--- src/rtl/alu_writeback_stage.sv ---
// Registered ALU/branch writeback stage with taken-branch redirect and squash window.
// Optional `ifdef PERF_COUNTERS_EN adds perf_clr/perf_taken/perf_squashed counters.
module alu_writeback_stage #(
  parameter int          DATA_W        = 32,
  parameter int          OPCODE_W      = 5,
  parameter logic [OPCODE_W-1:0] BRANCH_OPCODE = 5'b10001,
  parameter int          FLUSH_CYCLES  = 2
) (
  input  logic              clk,
  input  logic              rst_n,
  input  logic              in_valid,
  output logic              in_ready,
  input  logic [OPCODE_W-1:0] opcode,
  input  logic [DATA_W-1:0] alu_result,
  input  logic [DATA_W-1:0] branch_target,
  input  logic              cond_pass,
  input  logic              wb_request,
  output logic              out_valid,
  input  logic              out_ready,
  output logic [DATA_W-1:0] out_data,
  output logic              out_wb_en,
  output logic              out_is_branch,
  output logic              redirect_valid,
  output logic [DATA_W-1:0] redirect_pc,
  output logic              flush_active
`ifdef PERF_COUNTERS_EN
  ,
  input  logic              perf_clr,
  output logic [31:0]       perf_taken,
  output logic [31:0]       perf_squashed
`endif
);

  localparam int CNT_W = (FLUSH_CYCLES > 0) ? $clog2(FLUSH_CYCLES + 1) : 1;

  typedef enum logic {RUN = 1'b0, FLUSH = 1'b1} state_e;

  state_e            state_q, state_d;
  logic [CNT_W-1:0]  cnt_q, cnt_d;
  logic              out_valid_q, out_valid_d;
  logic [DATA_W-1:0] out_data_q, out_data_d;
  logic              out_wb_en_q, out_wb_en_d;
  logic              out_is_branch_q, out_is_branch_d;
  logic              redirect_valid_q, redirect_valid_d;
  logic [DATA_W-1:0] redirect_pc_q, redirect_pc_d;

  logic accept;
  logic taken;
  logic squash;
  logic taken_acc;

  // In FLUSH nothing is written to the output register, so input never stalls.
  assign in_ready  = (state_q == FLUSH) || !out_valid_q || out_ready;
  assign accept    = in_valid && in_ready;
  assign taken     = (opcode == BRANCH_OPCODE) && cond_pass;
  assign squash    = accept && (state_q == FLUSH);
  assign taken_acc = accept && (state_q == RUN) && taken;

  always_comb begin
    state_d          = state_q;
    cnt_d            = cnt_q;
    out_valid_d      = out_valid_q && !out_ready;
    out_data_d       = out_data_q;
    out_wb_en_d      = out_wb_en_q;
    out_is_branch_d  = out_is_branch_q;
    redirect_valid_d = 1'b0;
    redirect_pc_d    = redirect_pc_q;

    case (state_q)
      RUN: begin
        if (accept) begin
          out_valid_d = 1'b1;
          if (taken) begin
            out_data_d       = branch_target;
            out_is_branch_d  = 1'b1;
            out_wb_en_d      = wb_request;
            redirect_valid_d = 1'b1;
            redirect_pc_d    = branch_target;
            if (FLUSH_CYCLES > 0) begin
              state_d = FLUSH;
              cnt_d   = CNT_W'(FLUSH_CYCLES);
            end
          end else begin
            out_data_d      = alu_result;
            out_is_branch_d = 1'b0;
            out_wb_en_d     = wb_request && cond_pass;
          end
        end
      end
      FLUSH: begin
        if (squash) begin
          cnt_d = cnt_q - 1'b1;
          if (cnt_q == CNT_W'(1)) state_d = RUN;
        end
      end
      default: state_d = RUN;
    endcase
  end

  always_ff @(posedge clk or negedge rst_n) begin
    if (!rst_n) begin
      state_q          <= RUN;
      cnt_q            <= '0;
      out_valid_q      <= 1'b0;
      out_data_q       <= '0;
      out_wb_en_q      <= 1'b0;
      out_is_branch_q  <= 1'b0;
      redirect_valid_q <= 1'b0;
      redirect_pc_q    <= '0;
    end else begin
      state_q          <= state_d;
      cnt_q            <= cnt_d;
      out_valid_q      <= out_valid_d;
      out_data_q       <= out_data_d;
      out_wb_en_q      <= out_wb_en_d;
      out_is_branch_q  <= out_is_branch_d;
      redirect_valid_q <= redirect_valid_d;
      redirect_pc_q    <= redirect_pc_d;
    end
  end

  assign out_valid      = out_valid_q;
  assign out_data       = out_data_q;
  assign out_wb_en      = out_wb_en_q;
  assign out_is_branch  = out_is_branch_q;
  assign redirect_valid = redirect_valid_q;
  assign redirect_pc    = redirect_pc_q;
  assign flush_active   = (state_q == FLUSH);

`ifdef PERF_COUNTERS_EN
  logic [31:0] perf_taken_q, perf_taken_d;
  logic [31:0] perf_squashed_q, perf_squashed_d;

  // Clear takes priority over a same-cycle increment.
  always_comb begin
    perf_taken_d    = perf_taken_q + {31'd0, taken_acc};
    perf_squashed_d = perf_squashed_q + {31'd0, squash};
    if (perf_clr) begin
      perf_taken_d    = '0;
      perf_squashed_d = '0;
    end
  end

  always_ff @(posedge clk or negedge rst_n) begin
    if (!rst_n) begin
      perf_taken_q    <= '0;
      perf_squashed_q <= '0;
    end else begin
      perf_taken_q    <= perf_taken_d;
      perf_squashed_q <= perf_squashed_d;
    end
  end

  assign perf_taken    = perf_taken_q;
  assign perf_squashed = perf_squashed_q;
`endif

endmodule

--- config.mk ---
export PLATFORM = sky130hd
export DESIGN_NAME = alu_writeback_stage
export DESIGN_NICKNAME = d
export VERILOG_FILES = /design/src/rtl/alu_writeback_stage.sv
export SDC_FILE = /design/constraint.sdc
export NUM_CORES = 1
export LEC_CHECK = 0
export CORE_MARGIN = 5
export CORE_UTILIZATION = 42
export DETAILED_ROUTE_END_ITERATION = 12
export PLACE_DENSITY = 0.81
export SLEW_MARGIN = 20
export SYNTH_ARGS = -nofsm -noshare
export SYNTH_HDL_FRONTEND = slang
export SYNTH_SLANG_ARGS = --single-unit
--- constraint.sdc ---
create_clock -name clk -period 1.9 [get_ports clk]
set_clock_uncertainty 0.05 [all_clocks]
set_input_delay 0.57 -clock clk [delete_from_list [all_inputs] [get_ports clk]]
set_output_delay 0.57 -clock clk [all_outputs]
set_load 0.05 [all_outputs]
==> reports/results.md <==
| Metric | Value |
|:---|:---|
| Outcome | finished, final reports clean |
| VDD IR max | 0.6295 mV |
| Part of the Yosys area used for sequential elements | 54.70% |
| Worst EP arrival | 1.26 ns |
| Synthesized area per cell | 11.32 um2 |
| CTS root buffer | clkbuf_8 |
| Number of buffers created by CTS | 9 |
| Share of synthesized registers carrying an async set or reset | 100.0% |
| Filler cell count in the final layout | 580 |
| Area share of and/or/nand/nor cells after synthesis | 7.935% |
| Actual slew at the worst max-slew pin | 0.3719 ns |
| Final setup fails | 0 |
| Cells after Synth | 287 |
| Number of buffers inserted by port buffering | 144 |
| Min cycle time layout | 1.879 ns |
| Number of buffers on the longest clock path | 2 |
| Wire length of the first global-routing pass | 16.29 mm |
| Worst min-delay path class | input port to asynchronous set/reset pin |
| Pins over their slew limit | 0 |
| Count of TritonRoute iterations in the first routing pass | 5 |
| GPL Wtd Cong | 0.7708 |
| Most used standard cells in the synthesized netlist | dfrtp_1, a31oi_1, nand3_1, o21ai_0, a21oi_1 |
| Total power of the final layout | 6122 uW |
| Count of hold buffers inserted by post-cts repair | 0 |
| Fraction of final layout cells with drive strength greater than 1 | 34.46% |
| Antenna diode count | 0 |
| I/O Pins | 145 |
| Number of different library cells in the post-synthesis netlist | 26 |
| Rel. slew slack | 75.21% |
| Critical Path End Type | output port |
| HPWL reported at the end of detailed placement | 7.433 mm |
| Leading register cell type out of synthesis | dfrtp_1 |
| Number of antenna violations at the first check in global routing | 0 |
| Placed Cells incl. Taps | 530 |
| Overflow left after global routing | 0 |
| Biggest area contributors in the synthesized netlist | dfrtp_1, mux2_4, a31oi_1 |
| Vertical extent of the die | 97.94 um |
| Synthesized-area fraction occupied by adder cells | 0.3852% |
| Count of vias placed by the detailed router | 3003 |
| Via density per instance | 5.500 |
| Number of levels in the clock H-tree | 3 |
| Post-synthesis cell area | 0.003248 mm2 |
| Yosys reg bits | 71 |
| Total area of sequential cells | 0.001778 mm2 |
| Number of nets still failing antenna checks after routing | 0 |
| Number of nets in the finished design | 516 |
| Post-synthesis xor/xnor area fraction | 0% |
| Worst Hold Slack | 0.2035 ns |
| Synthesized netlist net count | 363 |
| Yosys top cell area share | 54.70% |
| Max Clock Freq | 532.3 MHz |
| Full die area | 0.009592 mm2 |
| Number of hold violations in the final report | 0 |
| Number of clock sinks seen by CTS | 71 |
| Warning count from the yosys run | 0 |
| All-Layer GR Usage | 21.04% |
| Starting density of the core | 42.47% |
| Wire per inst | 18.39 um |
| Via count of the first global-routing pass | 3095 |
| Maximum number of pins on one net before global-route repair | 72 |
| Total leakage power | 0.002280 uW |
| Clock transition at the register clock pins on the worst setup and hold paths after CTS | 0.08 ns |
| Synthesized-area fraction occupied by ao, oa, aoi and oai cells | 17.30% |
| TritonCTS clock tree | done |
| Footprint of the multi-input gates | 0.001346 mm2 |
| First-iteration detailed-routing DRC count | 161 |
| Area inside the core boundary | 0.007647 mm2 |
| Power density relative to cell area | 1232 mW/mm2 |
| Required time of the critical path | 1.28 ns |
| Width of the die | 97.94 um |
| Number of enable flip-flop cells after synthesis | 0 |
| Aggregate negative setup slack | 0 ns |
| Unrepaired setup endpoints after global routing | no |
| Max-cap violations | 0 |
| Total wirelength of the detailed-routed design | 10.04 mm |
| Non-filler cells, final | 546 |
| Highest fanout seen on the critical path | 2 |
| Area Overhead vs Synth | 53.04% |
| Final cycle utilization of the critical path | 98.87% |
| Type of element launching the critical path | input port |
| Count of standard-cell rows | 32 |
| Clk Latency, worst-skew pair | 0.34 ns |
| Post-synthesis mux area share | 14.95% |
| Dominant cell by count in the synthesized netlist | dfrtp_1 |
| Remaining routing DRC violations | 0 |
| Crit Path Category | input port to output port |
| Dominant cell type by area after synthesis | dfrtp_1 |
| Share of the core filled with cells | 65.00% |
| Main combinational cell family by area after synthesis | compound AO/OA/AOI/OAI gates |
## final timing paths
check                      cells past startpoint      startpoint  slack, ns        endpoint
max                                            4       out_ready       0.02        in_ready
min                                            2           rst_n       0.20     out_data[8]
max reg2reg                                    5    flush_active       0.38    out_data[24]
min reg2reg                                    1  redirect_pc[9]       0.46  redirect_pc[9]
max in group asynchronous                      2           rst_n       1.30    out_data[28]
min in group clk                               1  redirect_pc[9]       0.46  redirect_pc[9]
## where the power goes
group / internal [uW] / switching (uW) / leakage [uW] / total, uW
sequential: 1870 / 246 / 0.000870 / 2120
combinational: 1010 / 1890 / 0.00132 / 2890
clock: 570 / 543 / 0.0000942 / 1110
## registers in the layout, indices dropped and copies added (netlist names)
| signal | cells |
|---|---|
| cnt_q | 2 |
| flush_active | 1 |
| out_data | 32 |
| out_is_branch | 1 |
| out_valid | 1 |
| out_wb_en | 1 |
| redirect_pc | 32 |
| redirect_valid | 1 |
## what timing repair did
action	CTS	global route
endpoints found under the setup margin	1	8
setup buffers	1	0
cloned	0	0
gates resized for setup	3	1
## cell usage in the layout (no fill, tap or decap)
| cell | netlist | final |
|---|---|---|
| clkbuf_8 | 0 | 12 |
| nand2_1 | 4 | 4 |
| a21oi_1 | 32 | 32 |
| nand4_4 | 1 | 1 |
| o21ai_0 | 33 | 33 |
| and2_1 | 1 | 1 |
| mux2i_1 | 2 | 2 |
| dfrtp_2 | 0 | 1 |
| a31o_2 | 1 | 1 |
| buf_2 | 6 | 1 |
| nand3_1 | 33 | 33 |
| buf_4 | 0 | 91 |
| clkinv_2 | 0 | 2 |
| a41oi_1 | 1 | 1 |
| dlygate4sd2_1 | 0 | 1 |
| ha_1 | 1 | 1 |
| a31oi_1 | 34 | 34 |
| and4b_2 | 0 | 1 |
| nor2_4 | 0 | 1 |
| clkdlybuf4s50_1 | 0 | 72 |
| clkinvlp_4 | 0 | 1 |
| dfrtp_1 | 71 | 70 |
| nand4b_1 | 1 | 1 |
| mux2_2 | 4 | 4 |
| mux2_4 | 28 | 28 |
| nor2b_4 | 0 | 1 |
| inv_1 | 5 | 5 |
| o22ai_1 | 1 | 1 |
| nand2b_4 | 0 | 2 |
| buf_12 | 0 | 5 |
| or2_2 | 1 | 1 |
## metrics by stage
| stage | setup WS (ns) | instance area [um2] |
|---|---|---|
| global placement | -0.2880 | 4775 |
| floorplan | 0.06240 | 3257 |
| CTS | 0.01406 | 4970 |
| finish | 0.02141 | 4971 |
| detailed placement | -0.3479 | 4775 |
| global route | 0.0004236 | 4971 |
## area by class of cell
cell class | count | area share, %
multi-input combinational | 183 | 27.08
inverter | 5 | 0.3775
tap | 102 | 2.567
clock buffer | 12 | 3.322
sequential | 71 | 35.77
timing repair buffer | 170 | 30.53
clock inverter | 3 | 0.3524
## kinds of logic (layout without fill, tap and decap cells)
logic type      Yosys count  count (layout)
simple gates             46              46
compound gates          102             102
fa+ha+maj                 1               1
buf+inv                  33             190
mux                      34              34
flops                    71              71
## critical path, cell delays in order
cell	delay (ns)
dlygate4sd2_1	0.23
nand2b_4	0.15
nand2b_4	0.15
buf_12	0.14
## per-layer routing
metal	vias to the layer above	global-route usage, %	wire, um	share of wire (%)
met5	-	0	0	0
met4	0	8.094	219	2.2
met3	19	5.143	718	7.1
met2	154	32.98	4957	49
met1	1467	28.26	4147	41
li1	1363	-	-	-
Note: power is estimated with default switching activity, not from simulation.
